**src/rtl/operand_replicator_pkg.sv**
```systemverilog
// Shared definitions for the operand replicator: mode encodings and
// helpers that turn a mode into its replication factor R.
package opr_pkg;

  typedef enum logic [1:0] {
    MODE_R1   = 2'b00,
    MODE_R2   = 2'b01,
    MODE_R4   = 2'b10,
    MODE_RALL = 2'b11
  } mode_e;

  // R for a given mode; MODE_RALL broadcasts one lane across the whole word.
  function automatic int unsigned rep_factor(input logic [1:0] mode, input int unsigned lanes);
    case (mode)
      MODE_R1: return 1;
      MODE_R2: return 2;
      MODE_R4: return 4;
      default: return lanes;
    endcase
  endfunction

  function automatic int unsigned beats_minus1(input logic [1:0] mode, input int unsigned lanes);
    return rep_factor(mode, lanes) - 1;
  endfunction

endpackage

```
**src/rtl/operand_replicator_lane_broadcast_mux.sv**
```systemverilog
// Combinational beat builder: output lane j of beat k takes source lane
// k*(LANES/R) + j/R. R is always a power of two, so the math is shifts.
module lane_broadcast_mux #(
  parameter  int LANES  = 4,
  parameter  int LANE_W = 8,
  localparam int DATA_W = LANES * LANE_W,
  localparam int BW     = $clog2(LANES)
) (
  input  logic [DATA_W-1:0] word,
  input  logic [BW-1:0]     beat,
  input  logic [BW:0]       rep,
  output logic [DATA_W-1:0] beat_data
);

  genvar gi;
  generate
    for (gi = 0; gi < LANES; gi++) begin : g_lane
      logic [BW-1:0] src;

      always_comb begin
        src = '0;
        for (int s = 0; s <= BW; s++) begin
          if (rep == (BW+1)'(1 << s)) begin
            src = BW'((int'(beat) << (BW - s)) + (gi >> s));
          end
        end
      end

      assign beat_data[gi*LANE_W +: LANE_W] = word[int'(src)*LANE_W +: LANE_W];
    end
  endgenerate

endmodule

```
**src/rtl/operand_replicator.sv**
```systemverilog
// Splits one operand word into R replicated beats for the PE array, with
// valid/ready on both sides and zero-bubble hand-over between words.
module operand_replicator
  import opr_pkg::*;
#(
  parameter  int LANES  = 4,
  parameter  int LANE_W = 8,
  localparam int DATA_W = LANES * LANE_W,
  localparam int BW     = $clog2(LANES)
) (
  input  logic              clk,
  input  logic              reset,
  input  logic [1:0]        mode,
  input  logic              in_valid,
  output logic              in_ready,
  input  logic [DATA_W-1:0] in_data,
  output logic              out_valid,
  input  logic              out_ready,
  output logic [DATA_W-1:0] out_data,
  output logic [BW-1:0]     out_beat,
  output logic              out_last
);

  logic [DATA_W-1:0] word_reg, word_next;
  logic [BW:0]       rep_reg, rep_next;
  logic [BW-1:0]     beat_reg, beat_next;
  logic              valid_reg, valid_next;
  logic              last_reg, last_next;
  logic [DATA_W-1:0] data_reg;
  logic [DATA_W-1:0] mux_data;
  logic              load_data;
  logic              accept;
  logic              out_fire;

  assign in_ready = !valid_reg || (out_ready && last_reg);
  assign accept   = in_valid && in_ready;
  assign out_fire = valid_reg && out_ready;

  // IDLE/EMIT/LAST are carried by valid_reg and last_reg; no separate state.
  always_comb begin
    word_next  = word_reg;
    rep_next   = rep_reg;
    beat_next  = beat_reg;
    valid_next = valid_reg;
    last_next  = last_reg;
    load_data  = 1'b0;
    if (accept) begin
      word_next  = in_data;
      rep_next   = (BW+1)'(rep_factor(mode, LANES));
      beat_next  = '0;
      valid_next = 1'b1;
      last_next  = (beats_minus1(mode, LANES) == 0);
      load_data  = 1'b1;
    end else if (out_fire && !last_reg) begin
      beat_next  = beat_reg + 1'b1;
      last_next  = ({1'b0, beat_next} == rep_reg - 1'b1);
      load_data  = 1'b1;
    end else if (out_fire) begin
      valid_next = 1'b0;
    end
  end

  // The mux looks at the next-cycle word/beat so out_data is a plain register.
  lane_broadcast_mux #(
    .LANES  (LANES),
    .LANE_W (LANE_W)
  ) u_mux (
    .word      (word_next),
    .beat      (beat_next),
    .rep       (rep_next),
    .beat_data (mux_data)
  );

  always_ff @(posedge clk) begin
    if (reset) begin
      word_reg  <= '0;
      rep_reg   <= '0;
      beat_reg  <= '0;
      valid_reg <= 1'b0;
      last_reg  <= 1'b0;
      data_reg  <= '0;
    end else begin
      word_reg  <= word_next;
      rep_reg   <= rep_next;
      beat_reg  <= beat_next;
      valid_reg <= valid_next;
      last_reg  <= last_next;
      if (load_data) begin
        data_reg <= mux_data;
      end
    end
  end

  assign out_valid = valid_reg;
  assign out_data  = data_reg;
  assign out_beat  = beat_reg;
  assign out_last  = last_reg;

endmodule

```
**config.mk**
```make
export PLATFORM = sky130hd
export DESIGN_NAME = operand_replicator
export DESIGN_NICKNAME = d
export VERILOG_FILES = /design/src/rtl/operand_replicator_pkg.sv /design/src/rtl/operand_replicator_lane_broadcast_mux.sv /design/src/rtl/operand_replicator.sv
export SDC_FILE = /design/constraint.sdc
export NUM_CORES = 1
export LEC_CHECK = 0
export CORE_UTILIZATION = 40
export CTS_CLUSTER_DIAMETER = 100
export DETAILED_ROUTE_END_ITERATION = 12
export REMOVE_ABC_BUFFERS = 1
export SYNTH_ARGS = -nofsm -noshare
export SYNTH_HDL_FRONTEND = slang
export SYNTH_SLANG_ARGS = --single-unit
```
**constraint.sdc**
```tcl
create_clock -name clk -period 2.4 [get_ports clk]
set_clock_uncertainty 0.15 [all_clocks]
set_input_delay 0.48 -clock clk [delete_from_list [all_inputs] [get_ports clk]]
set_output_delay 0.48 -clock clk [all_outputs]
set_load 0.01 [all_outputs]
```
==> results of run 1 <==
-- layout by cell type, fill, tap and decap left out, types with 3 or more instances in the layout --
cell / count
nor3_1: 3
nand2b_1: 8
nor2b_1: 4
a311oi_1: 19
o22ai_1: 3
inv_1: 10
a21oi_1: 12
clkdlybuf4s50_1: 71
o21ai_0: 10
dfxtp_1: 69
a221o_1: 11
buf_12: 5
o211ai_1: 37
o221ai_1: 4
nand2_1: 50
a211oi_1: 3
buf_4: 86
clkbuf_8: 10
inv_2: 3
nand3_1: 18
mux2i_1: 32
a31oi_1: 10
and3_1: 5
nor2_1: 68
o21bai_1: 9
-- worst max path at each step --
stage / to / startpoint / cells after the start / slack, ns
finish: out_data[20]$_SDFFE_PP0P_ / out_ready / 7 / 0.10
global route: out_data[28]$_SDFFE_PP0P_ / out_valid$_SDFFE_PP0P_ / 7 / 0.001
CTS: out_data[30]$_SDFFE_PP0P_ / out_valid$_SDFFE_PP0P_ / 8 / 0.07
detailed placement: out_data[17]$_SDFFE_PP0P_ / out_ready / 8 / -0.63
global placement: out_data[16]$_SDFFE_PP0P_ / out_ready / 10 / -0.58
floorplan: out_data[12]$_SDFFE_PP0P_ / out_valid$_SDFFE_PP0P_ / 7 / -0.78
-- logic make-up after synthesis --
family | Yosys count | share of synthesized area, %
fa+ha+maj | 1 | 0.325
simple gates | 170 | 19.7
mux | 32 | 8.33
flops | 71 | 37.0
buf+inv | 48 | 5.37
compound gates | 146 | 28.9
xor+xnor | 2 | 0.456
-- timing repair --
action                                  in CTS  in global routing
pin swaps                                    1                  0
resized for setup                           10                 10
hold buffers                                 0                  0
endpoints found under the setup margin      32                 28
setup buffers                                0                  0
-- metal layers --
layer  wire (um)  up-vias
met5           0        -
met4         189        0
met3         715       16
met2        6180      160
met1        6080     1961
li1            -     2032
-- power groups by stage --
stage	clock network [uW]	logic, uW	registers, uW
after floorplan	0	442	1390
after global placement	0	998	1370
after detailed placement	0	1010	1370
after CTS	1040	1030	1350
after global routing	1100	1120	1360
final	1030	1040	1350
-- per-stage QoR --
stage / hold slack, ns / utilization, %
finish: 0.348 / 60.7
global route: 0.376 / 60.7
CTS: 0.354 / 60.3
detailed placement: 0.342 / 57.7
global placement: 0.328 / 57.7
floorplan: 0.330 / -
-- final cells by class --
type,instances,area [um2],share of cell area (%)
clock buffer,11,141,2.51
inverter,13,48.8,0.865
multi-input combinational,351,2300,40.8
tap,129,161,2.86
timing repair buffer,167,1500,26.6
sequential,71,1420,25.2
clock inverter,5,63.8,1.13
-- worst max-delay path: cells and delay by family --
family | cells | cell delay (ns)
buf+inv | 1 | 0.29
compound gates | 4 | 1.29
simple gates | 2 | 0.35
==> flow_summary_export.csv, run 1 <==
group,metric,value,unit
clock_network,cts_tree,"yes",
synthesis,ys_warn_count,0,
cells_and_area,antennaDiodeCount,0,
pwr,power.leakage,0.00244,uW
cells_and_area,nets,652,
critical_path,ff2ff_setup_slack,0.12,ns
placed_design,dp_hpwl,9600,um
timing,timing.final.crit_share,95.8,%
grt,grt_pass1_vias,4008,
timing,setup_viol,0,
grt,grt_max_degree,72,
detailed_routing,drt_wl_total,13200,um
critical_path,r2r_end,"out_data[16]$_SDFFE_PP0P_",
synthesis,synth_edf_count,0,
grt,grt_pass1_wl,21100,um
pwr,ir_drop,0.273,mV
detailed_routing,via_count,4169,
pwr,power.total,3420,uW
timing,min_period,2.30,ns
pwr,seq_power_share,39.5,%
die,rows,35,
critical_path,critPathSlowestCell,"o32a_2",
synthesis,yosys.area.top_type,"dfxtp_1",
grt,use_met1,36.8,%
timing,tightest_slew,0.618,ns
critical_path,start_kind,"input pin",
placed_design,placed_area,5350,um2
synthesis,yosys_most_used_dff,"dfxtp_1",
clock_network,cts_num_sinks,71,
cells_and_area,fill_cells,862,
pwr,p_per_area,606,nW/um2
critical_path,critPathKind,"in -> reg",
synthesis,ys_seq_area_share,37.0,%
synthesis,syn-cell-area,3850,um2
pwr,p_sw_share,31.9,%
die,die-area,10000,um2
critical_path,reg2reg_from,"rep_reg[1]$_SDFF_PP0_",
timing,drv_slew,0,
run_status,outcome,"completed",
cells_and_area,stdcell_count,747,
min_path,holdPathStages,2,
placed_design,post-place-cells,731,
critical_path,cp_max_fo,8,
grt,grt_use_total,27.3,%
grt,top_usage_layer,"met2",
timing,grt_setup_unrepaired,"no",
critical_path,rr_worst_depth,7,
cells_and_area,fin_area,5640,um2
timing,fmax,435,MHz
detailed_routing,first_iter_violations,222,
die,core,9280,um2
grt,use_met3,4.25,%
synthesis,async_flop_share,0,%
cells_and_area,syn_to_final_growth,46.6,%
detailed_routing,dr.pass1.iters,5,
pwr,intPower,2330,uW
job,drv_cap,0,
synthesis,avgSynthCellArea,8.18,um2
synthesis,yosysTopAreaCellShare,37.0,%
grt,antenna_found_initial,0,
die,die_w,100,um
placed_design,place_ws,-0.632,ns
detailed_routing,drc_errors,0,
synthesis,yosysMostFrequentCell,"dfxtp_1",
min_path,worstHoldEndpoint,"out_data[9]$_SDFFE_PP0P_",
timing,finalHoldViolCount,0,
timing,fin_tns_setup,0,ns
detailed_routing,via_per_inst,5.58,
synthesis,synth.cells.most_frequent,"dfxtp_1 (71), nor2_1 (70), nand2_1 (50)",
timing,setup_slack,0.100,ns
clock_network,clkTransAtPathRegs,0.08,ns
placed_design,place.gp.congestion,0.873,
min_path,hold_path_class,"reg -> reg",
clock_network,cts_buffer_depth,2,
critical_path,end_kind,"register",
clock_network,cts_buffers,9,
detailed_routing,wl_per_cell,17.6,um
timing,slew_headroom,58.7,%
critical_path,cp_cell_sequence,"dlygate4sd2_1 -> and4bb_1 -> o31ai_2 -> nor3_1 -> o32a_2 -> a221o_1 -> a311oi_2",
placed_design,port-buffer-count,74,
synthesis,synth-seq-cells,71,
min_path,min-delay-start,"out_data[9]$_SDFFE_PP0P_",
critical_path,worstPathRequired,2.52,ns
grt,grt_util_met2,44.5,%
synthesis,synth_area_leaders,"dfxtp_1 (37%), mux2i_1 (8.3%), o211ai_1 (7.2%), nor2_1 (6.8%), nand2_1 (4.9%)",
pwr,power.share.combinational,30.3,%
cells_and_area,drive_gt1_share,22.3,%
die,die_h,100,um
critical_path,arrival,2.42,ns
die,design.portCount,75,
pwr,clockPowerShare,30.2,%
synthesis,syn_inst,470,
clock_network,htree_levels,3,
clock_network,clk_latency,0.36,ns
clock_network,cts-root-buf,"clkbuf_8",
synthesis,synthDistinctLibCells,57,
grt,grt-ovfl-total,0,
die,start_util,41.4,%
critical_path,critPathMaxStageDelay,0.44,ns
pwr,power.net_switching,1090,uW
detailed_routing,ant_nets,0,
Note: power is estimated with default switching activity, not from simulation.
==> run 2, diff against run 1 <==
- CTS_CLUSTER_DIAMETER: 100 -> not set
- TNS_END_PERCENT: not set -> 100
==> results of run 2 <==
Final layout, timing and power as in run 1 (identical DEF).
==> run 3, diff against run 2 <==
- CORE_ASPECT_RATIO: not set -> 0.7
- CORE_UTILIZATION: 40 -> 50
- PLACE_DENSITY: not set -> 0.78
==> flow_summary_export.csv, run 3 (synthesis gave the netlist of run 1 again) <==
group,metric,value,unit
grt,grt_use_total,32.8,%
critical_path,start_kind,"register",
cells_and_area,final_common_cell,"buf_4",
clock_network,cts_buffers,9,
placed_design,port-buffer-count,74,
placed_design,place.gp.congestion,0.914,
detailed_routing,first_iter_violations,368,
cells_and_area,syn_to_final_growth,47.7,%
min_path,hold_path_class,"reg -> reg",
grt,grt_pass1_vias,4040,
min_path,min-delay-start,"out_data[30]$_SDFFE_PP0P_",
grt,grt-ovfl-total,0,
detailed_routing,via_count,4366,
clock_network,htree_levels,3,
critical_path,rr_worst_depth,7,
detailed_routing,drc_errors,0,
clock_network,cts_buffer_depth,2,
detailed_routing,drt_wl_total,13100,um
timing,tightest_slew,0.467,ns
critical_path,cp_max_fo,8,
cells_and_area,drive_gt1_share,22.7,%
timing,fmax,413,MHz
critical_path,worstPathRequired,2.52,ns
die,die-area,8050,um2
timing,setup_viol,4,
detailed_routing,met2_length,5830,um
run_status,outcome,"finished with violations",
clock_network,cts_num_sinks,71,
detailed_routing,dr.pass1.iters,5,
critical_path,arrival,2.54,ns
detailed_routing,via_per_inst,6.07,
critical_path,end_kind,"register",
clock_network,cts_tree,"yes",
cells_and_area,antennaDiodeCount,0,
grt,grt_max_degree,72,
cells_and_area,nets,655,
critical_path,r2r_end,"out_data[20]$_SDFFE_PP0P_",
cells_and_area,multi_input_comb_area,2340,um2
die,core,7380,um2
detailed_routing,met1_length,5620,um
timing,timing.final.crit_share,101,%
clock_network,cts-root-buf,"clkbuf_8",
timing,finalHoldViolCount,0,
clock_network,clk_latency,0.37,ns
grt,antenna_found_initial,0,
cells_and_area,stdcell_count,719,
die,die_h,75.4,um
cells_and_area,final_cell_mix,"buf_4 (87), clkdlybuf4s50_1 (71), dfxtp_1 (68), nor2_1 (67), nand2_1 (49)",
detailed_routing,ant_nets,0,
clock_network,hold_buffers,0,
detailed_routing,wl_per_cell,18.2,um
critical_path,critPathLaunch,"rep_reg[2]$_SDFF_PP0_",
die,die_w,107,um
critical_path,critPathKind,"reg -> reg",
timing,setup_slack,-0.0200,ns
die,rows,26,
min_path,holdPathStages,2,
die,start_util,52.1,%
pwr,ir_drop,0.428,mV
clock_network,clkTransAtPathRegs,0.08,ns
pwr,p_per_area,594,nW/um2
timing,min_period,2.42,ns
timing,slew_headroom,68.7,%
timing,drv_slew,0,
cells_and_area,seq_area,1430,um2
timing,hold_slack,0.354,ns
grt,grt_pass1_wl,20100,um
run_status,violations,"setup timing",
critical_path,reg2reg_from,"rep_reg[2]$_SDFF_PP0_",
critical_path,ff2ff_setup_slack,-0.02,ns
die,design.portCount,75,
placed_design,dp_hpwl,9070,um
pwr,power.leakage,0.00249,uW
cells_and_area,fill_cells,553,
min_path,worstHoldEndpoint,"out_data[30]$_SDFFE_PP0P_",
placed_design,post-place-cells,698,
detailed_routing,route.met3.wl,1250,um
detailed_routing,route.top_layer_used,"met4",
job,drv_cap,0,
[run 3: area by class of cell]
cell class	count	area share (%)
Clock buffer	13	2.62
Clock inverter	3	0.749
Inverter	13	0.859
Multi-Input combinational cell	351	41.1
Sequential cell	71	25.1
Tap cell	98	2.16
Timing Repair Buffer	170	27.4
[run 3: layer usage]
layer	vias to the layer above	GRT usage, %
met2	234	53.4
met4	0	12.8
met3	37	6.93
li1	2040	-
met1	2055	43.3
met5	-	0
[run 3: worst max path at each step]
stage	end	slack, ns	cells past startpoint
floorplan	out_data[12]$_SDFFE_PP0P_	-0.78	7
finish	out_data[20]$_SDFFE_PP0P_	-0.02	7
detailed placement	out_data[30]$_SDFFE_PP0P_	-0.66	8
global placement	out_data[28]$_SDFFE_PP0P_	-0.55	8
global route	out_data[28]$_SDFFE_PP0P_	-0.10	7
CTS	out_data[30]$_SDFFE_PP0P_	0.004	8
[run 3: repair_timing]
| action | in CTS | in global routing |
|---|---|---|
| gates resized for setup | 9 | 20 |
| pin swaps | 3 | 3 |
| setup endpoints to repair | 33 | 28 |
| cloned | 0 | 1 |
| buffers inserted | 0 | 4 |
[run 3: critical path: stages, from the launching register on]
cell and delay [ns]:
dfxtp_1 0.53, nand2b_1 0.14, a21oi_1 0.38, o22ai_2 0.19, buf_4 0.19, buf_4 0.13, a221o_1 0.37, a311oi_2 0.24
[run 3: through the flow]
step / total power [uW] / setup slack (ns) / utilization, % / cell area [um2] / setup TNS, ns
2_1_floorplan: 1830 / -0.783 / - / 3690 / -23.49
3_3_place_gp: 2340 / -0.551 / 71.9 / 5310 / -16.40
3_5_place_dp: 2370 / -0.657 / 71.9 / 5310 / -19.06
4_1_cts: 3330 / 0.00366 / 75.1 / 5550 / 0
5_1_grt: 3530 / -0.101 / 76.9 / 5680 / -0.390
6_report: 3380 / -0.0200 / 76.9 / 5680 / -0.0627
[run 3: where the power goes]
group / switching [uW] / internal, uW / total (uW)
registers: 67.7 / 1280 / 1350
logic: 519 / 539 / 1060
clock network: 457 / 508 / 966
